===== src/rtl/mult_rr_scheduler_pkg.sv =====
// mult_rr_scheduler_pkg: shared sizing helpers for the round-robin multiplier scheduler
package mult_rr_scheduler_pkg;
  function automatic int clog2min1(input int n);
    return (n < 2) ? 1 : $clog2(n);
  endfunction
endpackage


===== src/rtl/mult_rr_scheduler_if.sv =====
// mult_rr_scheduler_if: requester operand handshakes plus the tagged result handshake
interface mult_rr_scheduler_if #(parameter int N = 4, parameter int NREQ = 4);
  import mult_rr_scheduler_pkg::*;
  localparam int IDW = clog2min1(NREQ);
  logic [NREQ-1:0] req_valid;
  logic [NREQ-1:0] req_ready;
  logic [NREQ*N-1:0] req_a;
  logic [NREQ*N-1:0] req_b;
  logic res_valid;
  logic res_ready;
  logic [2*N-1:0] res_p;
  logic [IDW-1:0] res_id;
  modport master (
    output req_valid, req_a, req_b, res_ready,
    input req_ready, res_valid, res_p, res_id
  );
  modport slave (
    input req_valid, req_a, req_b, res_ready,
    output req_ready, res_valid, res_p, res_id
  );
endinterface


===== src/rtl/mult_rr_scheduler_multiplier.sv =====
// multiplier_carrysave: unsigned NxN array multiplier, carry-save rows with one final adder
module multiplier_carrysave #(
  parameter int N = 4
) (
  input  logic [N-1:0] a,
  input  logic [N-1:0] b,
  output logic [2*N-1:0] p
);
  logic [2*N-1:0] s [N+1];
  logic [2*N-1:0] c [N+1];
  assign s[0] = '0;
  assign c[0] = '0;
  for (genvar i = 0; i < N; i++) begin : g_row
    logic [2*N-1:0] pp;
    assign pp = b[i] ? ({{N{1'b0}}, a} << i) : '0;
    assign s[i+1] = s[i] ^ c[i] ^ pp;
    // carries dropped off the top are zero because the true product fits in 2N bits
    assign c[i+1] = ((s[i] & c[i]) | (s[i] & pp) | (c[i] & pp)) << 1;
  end
  assign p = s[N] + c[N];
endmodule


===== src/rtl/mult_rr_scheduler_rr_arbiter.sv =====
// rr_arbiter: round-robin grant starting at ptr; ptr moves past the winner on each transfer
module rr_arbiter
  import mult_rr_scheduler_pkg::*;
#(
  parameter int NREQ = 4,
  localparam int IDW = clog2min1(NREQ)
) (
  input  logic clk,
  input  logic rst,
  input  logic [NREQ-1:0] req,
  input  logic advance,
  output logic [NREQ-1:0] grant,
  output logic [IDW-1:0] gid
);
  logic [IDW-1:0] ptr;
  logic found;
  always_comb begin
    gid = '0;
    found = 1'b0;
    for (int k = 0; k < NREQ; k++) begin
      if (!found && req[(int'(ptr) + k) % NREQ]) begin
        found = 1'b1;
        gid = IDW'((int'(ptr) + k) % NREQ);
      end
    end
    grant = found ? (NREQ'(1) << gid) : '0;
  end
  always_ff @(posedge clk) begin
    if (rst) ptr <= '0;
    else if (advance) ptr <= (int'(gid) == NREQ - 1) ? '0 : gid + 1'b1;
  end
endmodule


===== src/rtl/mult_rr_scheduler.sv =====
// mult_rr_scheduler: shares one multiplier among NREQ requesters through a stallable
// operand/result pipeline, returning each product tagged with its requester id.
module mult_rr_scheduler
  import mult_rr_scheduler_pkg::*;
#(
  parameter int N = 4,
  parameter int NREQ = 4
) (
  input  logic clk,
  input  logic rst,
  mult_rr_scheduler_if.slave bus,
  output logic busy
);
  localparam int IDW = clog2min1(NREQ);
  logic [NREQ-1:0] grant;
  logic [IDW-1:0] gid, s1_id, s2_id;
  logic [N-1:0] s1_a, s1_b;
  logic [2*N-1:0] prod, s2_p;
  logic s1_vld, s2_vld, s1_free, s2_free, xfer;
  assign s2_free = !s2_vld || bus.res_ready;
  assign s1_free = !s1_vld || s2_free;
  assign bus.req_ready = rst ? '0 : grant & {NREQ{s1_free}};
  assign xfer = |bus.req_ready;
  rr_arbiter #(.NREQ(NREQ)) u_arb (
    .clk(clk),
    .rst(rst),
    .req(bus.req_valid),
    .advance(xfer),
    .grant(grant),
    .gid(gid)
  );
  multiplier_carrysave #(.N(N)) u_mul (
    .a(s1_a),
    .b(s1_b),
    .p(prod)
  );
  always_ff @(posedge clk) begin
    if (rst) begin
      s1_vld <= 1'b0;
      s1_a <= '0;
      s1_b <= '0;
      s1_id <= '0;
      s2_vld <= 1'b0;
      s2_p <= '0;
      s2_id <= '0;
    end else begin
      if (s1_free) begin
        s1_vld <= xfer;
        if (xfer) begin
          s1_a <= bus.req_a[gid*N +: N];
          s1_b <= bus.req_b[gid*N +: N];
          s1_id <= gid;
        end
      end
      if (s2_free) begin
        s2_vld <= s1_vld;
        if (s1_vld) begin
          s2_p <= prod;
          s2_id <= s1_id;
        end
      end
    end
  end
  assign bus.res_valid = s2_vld;
  assign bus.res_p = s2_p;
  assign bus.res_id = s2_id;
  assign busy = s1_vld || s2_vld;
endmodule


===== src/flat_wrapper.sv =====
// flat-port wrapper written by rule: the top's interface ports become plain ports
module mult_rr_scheduler_flat import mult_rr_scheduler_pkg::*;
#(
  parameter int N = 4,
  parameter int NREQ = 4
)
  (clk, rst, busy, bus_req_valid, bus_req_a, bus_req_b, bus_res_ready, bus_req_ready, bus_res_valid, bus_res_p, bus_res_id);
  mult_rr_scheduler_if #(.N(N), .NREQ(NREQ)) bus_i ();
  input  logic clk;
  input  logic rst;
  output logic busy;
  input wire logic [$bits(bus_i.req_valid)-1:0] bus_req_valid;
  input wire logic [$bits(bus_i.req_a)-1:0] bus_req_a;
  input wire logic [$bits(bus_i.req_b)-1:0] bus_req_b;
  input wire logic [$bits(bus_i.res_ready)-1:0] bus_res_ready;
  output wire logic [$bits(bus_i.req_ready)-1:0] bus_req_ready;
  output wire logic [$bits(bus_i.res_valid)-1:0] bus_res_valid;
  output wire logic [$bits(bus_i.res_p)-1:0] bus_res_p;
  output wire logic [$bits(bus_i.res_id)-1:0] bus_res_id;
  assign bus_i.req_valid = bus_req_valid;
  assign bus_i.req_a = bus_req_a;
  assign bus_i.req_b = bus_req_b;
  assign bus_i.res_ready = bus_res_ready;
  assign bus_req_ready = bus_i.req_ready;
  assign bus_res_valid = bus_i.res_valid;
  assign bus_res_p = bus_i.res_p;
  assign bus_res_id = bus_i.res_id;
  mult_rr_scheduler #(.N(N), .NREQ(NREQ)) u_core (.clk(clk), .rst(rst), .bus(bus_i), .busy(busy));
endmodule

===== config.mk =====
export PLATFORM = sky130hd
export DESIGN_NAME = mult_rr_scheduler_flat
export DESIGN_NICKNAME = d
export VERILOG_FILES = /design/src/rtl/mult_rr_scheduler_pkg.sv /design/src/rtl/mult_rr_scheduler_if.sv /design/src/rtl/mult_rr_scheduler_multiplier.sv /design/src/rtl/mult_rr_scheduler_rr_arbiter.sv /design/src/rtl/mult_rr_scheduler.sv /design/src/flat_wrapper.sv
export SDC_FILE = /design/constraint.sdc
export NUM_CORES = 1
export LEC_CHECK = 0
export CAP_MARGIN = 20
export CORE_UTILIZATION = 41
export CTS_CLUSTER_SIZE = 8
export DETAILED_ROUTE_END_ITERATION = 16
export PLACE_DENSITY = 0.78
export SLEW_MARGIN = 10
export SYNTH_ARGS = -nofsm -noshare
export SYNTH_HDL_FRONTEND = slang
export SYNTH_SLANG_ARGS = --single-unit

===== constraint.sdc =====
create_clock -name clk -period 2.8 [get_ports clk]
set_clock_uncertainty 0.15 [all_clocks]
set_input_delay 0.56 -clock clk [delete_from_list [all_inputs] [get_ports clk]]
set_output_delay 0.56 -clock clk [all_outputs]
set_load 0.03 [all_outputs]

==> results of run 1 <==
placed cells by master (no fill, tap or decap), types with 3 or more instances in the layout:
cell type	instances
ha_1	5
fa_2	4
a21oi_1	11
nand3b_1	8
mux2_2	8
a211oi_1	4
o21ai_0	7
inv_1	10
mux2i_1	19
buf_4	21
clkdlybuf4s50_1	46
fa_1	3
inv_2	5
and2_1	8
dfxtp_2	4
clkbuf_8	4
nor2_1	12
dfxtp_1	20
nand2_1	21
cell type report:
cell class	instances	area share, %
Multi-Input combinational cell	133	44.5
Timing Repair Buffer	73	28.3
Sequential cell	24	20.1
Tap cell	48	2.49
Inverter	15	2.33
Clock buffer	4	2.28
worst max-delay path: stages (launching register included):
cell,delay (ps)
dfxtp_2,360
and2_4,150
ha_4,120
inv_2,30
fa_1,460
fa_1,530
inv_2,50
ha_4,150
inv_2,50
fa_2,430
a211oi_2,210
cells by family after synthesis:
group,after synthesis
xor gates and xnor gates,1
adders and majority gates,14
and+or+nand+nor,61
buffers and inverters,23
AOI/OAI and AO/OA,30
DFF,24
muxes,27
timing repair:
item / in CTS / in global routing
endpoints found under the setup margin: 7 / 7
pin swaps: 10 / 9
buffers inserted: 0 / 1
gates resized for setup: 18 / 9
metrics by stage:
step	setup slack [ps]	power (uW)	cells	cell area, sq um	utilization [%]
after floorplan	6.72	669	180	1600	-
after global placement	-48.5	830	292	2280	61.3
after detailed placement	-116	838	292	2280	61.3
after CTS	3.47	1080	296	2370	63.9
after global routing	-72.7	1170	297	2420	65.0
final	34.7	1100	297	2420	65.0
routing by layer:
metal / part of all wire, % / track usage [%] / routed length, um
met5: 0 / 0 / 0
met4: 0.71 / 2.78 / 26
met3: 4.3 / 4.23 / 158
met2: 51 / 33.7 / 1860
met1: 44 / 23.3 / 1610
where the power goes:
part,internal (uW),switching [uW],total (uW)
Sequential,383,34.7,418
Combinational,238,204,442
Clock,126,113,239
sequential cells by signal (all words and copies together) (netlist names):
signal	count
u_core.s1_id	2
u_core.bus.res_valid	1
u_core.s1_vld	1
u_core.s1_b	4
u_core.s1_a	4
u_core.bus.res_id	2
u_core.bus.res_p	8
u_core.u_arb.ptr	2
worst min-delay path by stage:
stage	end	startpoint	slack [ps]
2_1_floorplan	u_core.bus.res_id[1]	u_core.s1_id[1]	280
3_3_place_gp	u_core.bus.res_p[1]	u_core.bus.res_p[1]	300
3_5_place_dp	u_core.bus.res_id[1]	u_core.bus.res_id[1]	300
4_1_cts	u_core.bus.res_p[1]	u_core.bus.res_p[1]	310
5_1_grt	u_core.bus.res_id[1]	u_core.bus.res_id[1]	330
6_report	u_core.bus.res_id[1]	u_core.bus.res_id[1]	310
==> flow_summary.yaml, run 1 <==
timing:
  relSlewSlack_pct: 79.1
  period_share_pct: 98.8
  finalHoldViolCount: 0
  clock.fmax_mhz: 362
  whs_ps: 313
  tightestPinTransition_ps: 312
  rsz0062_at_grt: "true"
  drv_slew: 0
  tns_ps: 0
  setup_viol: 0
  period_needed_ps: 2770
clock_tree:
  cts_root_buffer: "clkbuf_8"
  cts.sinks: 24
  clock_latency_ps: 270
  cts_buffers: 3
  postCtsHoldBufs: 0
  cts_tree: "done"
  h-tree-depth: 1
  clock_path_buffers: 2
  path_clk_slew_ps: 90
yosys:
  synth-simple-area-share_pct: 19.4
  synth_top_family_by_area: "simple AND/OR/NAND/NOR gates"
  yosys_most_used_dff: "dfxtp_1"
  yosys.area_share.xor_xnor_pct: 0.546
  synth_edf_count: 0
  syn-num-nets: 233
  ys_warn_count: 0
  synth_cell_types: 31
  synth_fa_ha_area_share_pct: 14.2
  synth.area.top_cells: "dfxtp_1, mux2i_1, fa_1, mux2_2, ha_1"
  yosysMostFrequentCell: "dfxtp_1"
  synth_compound_area_share_pct: 11.8
  synth_top_cell_area_share_pct: 30.0
  async_flop_share_pct: 0
  synth_area_per_cell_sq_um: 8.90
  ys_ff_latch: 24
  muxShareOfSynthArea_pct: 17.5
  synth_commonest_cells: "dfxtp_1, nand2_1, mux2i_1, inv_1, nor2_1"
  syn_area_sq_mm: 0.00160
  yosys.area.top_type: "dfxtp_1"
  syn_inst: 180
  yosysSeqAreaShare_pct: 30.0
route:
  vias_per_cell: 5.02
  antenna_left: 0
  drtIter0Drc: 61
  drcViolationCount: 0
  firstDrtPassIters: 4
  dr_total_vias: 1490
  wirelength_um: 3660
  routedWlPerCell_um: 12.3
floorplanning:
  io_pins: 55
  core_sq_mm: 0.00372
  rows: 22
  start_util_pct: 43.1
  die_area_sq_mm: 0.00416
  die_w_um: 64.5
  die_y_um: 64.5
global_route:
  grt_pass1_wl_um: 6330
  grtUsageTotal_pct: 18.8
  antenna_found_initial: 0
  grt_max_degree: 25
  globalRoute.totalOverflow: 0
  grt_pass1_vias: 1433
cells_and_area:
  multi_input_area_sq_mm: 0.00108
  area_growth_pct: 50.7
  drive_gt1_share_pct: 23.3
  fin_nets: 303
  register_area_sq_um: 485
  n_fill_cell: 334
  n_antenna_cell: 0
power_and_ir_drop:
  vdd_ir_drop_max_mv: 0.378
  leakagePower_uw: 0.00105
  power_density_mw_per_mm2: 455
worst_setup_path:
  cp.arrival_ps: 2810
  r2r_start: "u_core.s1_b[1]"
  r2r_end: "u_core.bus.res_p[5]"
  cp_max_fo: 4
  end_kind: "flip-flop"
  reg2reg_depth: 10
  cp-endpoint: "u_core.bus.res_p[5]"
  r2r_slack_ps: 30
  worstSetupPathType: "reg -> reg"
  worstPathRequired_ps: 2850
  startpoint: "u_core.s1_b[1]"
  cp-start-kind: "flip-flop"
job:
  drv_cap: 0
min_path:
  hold_path_depth: 2
  hold_class: "reg -> reg"
placement:
  port_buffers: 54
  dp_hpwl_um: 2820
  gp_congestion: 0.779
status:
  outcome: "finished clean"
Note: power is estimated with default switching activity, not from simulation.
==> inputs of run 2 (changes only) <==
--- a/config.mk
+++ b/config.mk
@@ -5,7 +5,9 @@
 export SDC_FILE = /design/constraint.sdc
 export NUM_CORES = 1
 export LEC_CHECK = 0
+export ABC_CLOCK_PERIOD_IN_PS = 2800
 export CAP_MARGIN = 20
+export CORE_ASPECT_RATIO = 1.25
 export CORE_UTILIZATION = 41
 export CTS_CLUSTER_SIZE = 8
 export DETAILED_ROUTE_END_ITERATION = 16
==> run 2 against run 1 <==
  * Combinational power grew 3%
  * Largest power group unchanged
  * Highest routed layer unchanged
  * Cell area grew 0.36%
  * Count of clock-buffer cells in the layout is the same
  * Critical path type unchanged
  * Worst hold slack lost 6.0 ps
  * The flow now finishes with violations (DRC)
  * Critical path depth is the same
  * Power grew 0.34%
  * First-iteration DRC count shrank 43%
  * Non-clock buffer count grew 2
  * Global-route usage shrank 0.20 points
  * Flip-flop and latch count is the same
==> flow_summary.yaml, run 2 (synthesized netlist as in run 1, its figures left out) <==
clock_tree:
  path_clk_slew_ps: 80
  cts.sinks: 24
  cts_root_buffer: "clkbuf_8"
  h-tree-depth: 1
  cts_tree: "done"
  cts_buffers: 3
  clock_latency_ps: 260
  postCtsHoldBufs: 0
  clock_path_buffers: 2
floorplanning:
  rows: 25
  core_sq_mm: 0.00375
  die_w_um: 57.9
  io_pins: 55
  start_util_pct: 42.7
  die_area_sq_mm: 0.00417
  die_y_um: 71.9
cells_and_area:
  n_antenna_cell: 0
  area_growth_pct: 51.3
  drive_gt1_share_pct: 23.9
  n_fill_cell: 327
  fin_nets: 305
  final_util_pct: 64.6
  largest_reg_flops: 8
  final_common_cell: "clkdlybuf4s50_1"
  layout_common_cells: "clkdlybuf4s50_1, buf_4, nand2_1, dfxtp_1, mux2i_1"
global_route:
  grt-busiest-layer: "met2"
  globalRoute.totalOverflow: 0
  grtUsageTotal_pct: 18.6
  grt_max_degree: 25
  grt_use_met3_pct: 1.78
  grt_pass1_wl_um: 6230
  antenna_found_initial: 0
  grt_pass1_vias: 1539
  grt.met1_usage_pct: 21.5
  use_met2_pct: 35.1
power_and_ir_drop:
  power_density_mw_per_mm2: 455
  leakagePower_uw: 0.00106
  vdd_ir_drop_max_mv: 0.238
timing:
  period_needed_ps: 2710
  setup_slack_ps: 92.2
  drv_slew: 0
  setup_viol: 0
  finalHoldViolCount: 0
  rsz0062_at_grt: "true"
  clock.fmax_mhz: 369
  tightestPinTransition_ps: 342
  period_share_pct: 96.7
  relSlewSlack_pct: 77.0
route:
  drtIter0Drc: 35
  vias_per_cell: 5.13
  routedWlPerCell_um: 12.1
  firstDrtPassIters: 10
  antenna_left: 0
  wirelength_um: 3520
  dr_total_vias: 1494
  drcViolationCount: 3
placement:
  dp_hpwl_um: 2740
  gp_congestion: 0.849
  port_buffers: 54
  preCtsSetupSlack_ps: -158
status:
  violations: "DRC"
  outcome: "finished, violations left"
worst_setup_path:
  r2r_slack_ps: 90
  cp.arrival_ps: 2750
  cp_max_fo: 4
  cp-start-kind: "flip-flop"
  end_kind: "flip-flop"
  worstSetupPathType: "reg -> reg"
  worstPathRequired_ps: 2840
job:
  drv_cap: 0
min_path:
  hold_class: "reg -> reg"
run 2: stage by stage:
stage	cells	TNS, ps	power [uW]	hold WS, ps	area [sq um]
after floorplan	180	0	669	282	1600
after global placement	286	-165	831	293	2280
after detailed placement	286	-811	844	298	2280
after CTS	291	0	1090	310	2390
after global routing	291	-11.4	1170	327	2420
final	291	0	1100	307	2420
run 2: repair_timing:
item                       4_1_cts  5_1_grt
gates resized for setup         17       10
buffers inserted                 1        0
setup endpoints to repair        7        4
pin swaps                        9       10
run 2: final cells by class:
class / instances / area [sq um] / share of cell area (%)
multi-input combinational: 133 / 1080 / 44.6
timing repair buffer: 75 / 698 / 28.8
sequential: 24 / 484 / 20.0
inverter: 15 / 56.3 / 2.32
clock buffer: 4 / 55.1 / 2.27
tap: 40 / 50.0 / 2.06
run 2: final timing paths:
check                                         start             endpoint  cells after the start
worst max-delay path                 u_core.s1_b[0]  u_core.bus.res_p[5]                     10
worst min-delay path            u_core.bus.res_p[4]  u_core.bus.res_p[4]                      2
worst max register to register       u_core.s1_b[0]  u_core.bus.res_p[5]                     10
worst min register to register  u_core.bus.res_p[4]  u_core.bus.res_p[4]                      2
run 2: power by group:
part	internal (uW)	leakage [uW]	switching (uW)
Sequential	382	0.000198	31.5
Combinational	246	0.000834	209
Clock	125	0.0000288	108
run 2: worst max-delay path, cell delays in order (launching register included):
cell,delay (ps)
dfxtp_2,340
and2_4,140
ha_4,260
inv_2,30
fa_2,340
fa_1,520
inv_2,50
ha_4,150
inv_2,50
fa_2,430
a211oi_2,170
run 2: layer usage:
metal | wire [um] | up-vias
met5 | 0 | -
met4 | 23 | 0
met3 | 86 | 2
met2 | 1910 | 35
met1 | 1500 | 706
li1 | - | 751
==> inputs of run 3 (changes only) <==
--- a/config.mk
+++ b/config.mk
@@ -11,8 +11,10 @@
 export CORE_UTILIZATION = 41
 export CTS_CLUSTER_SIZE = 8
 export DETAILED_ROUTE_END_ITERATION = 16
+export HOLD_SLACK_MARGIN = 0.08
 export PLACE_DENSITY = 0.78
 export SLEW_MARGIN = 10
 export SYNTH_ARGS = -nofsm -noshare
 export SYNTH_HDL_FRONTEND = slang
 export SYNTH_SLANG_ARGS = --single-unit
+export TNS_END_PERCENT = 100
==> results of run 3 <==
Final layout, timing and power as in run 2 (identical DEF).
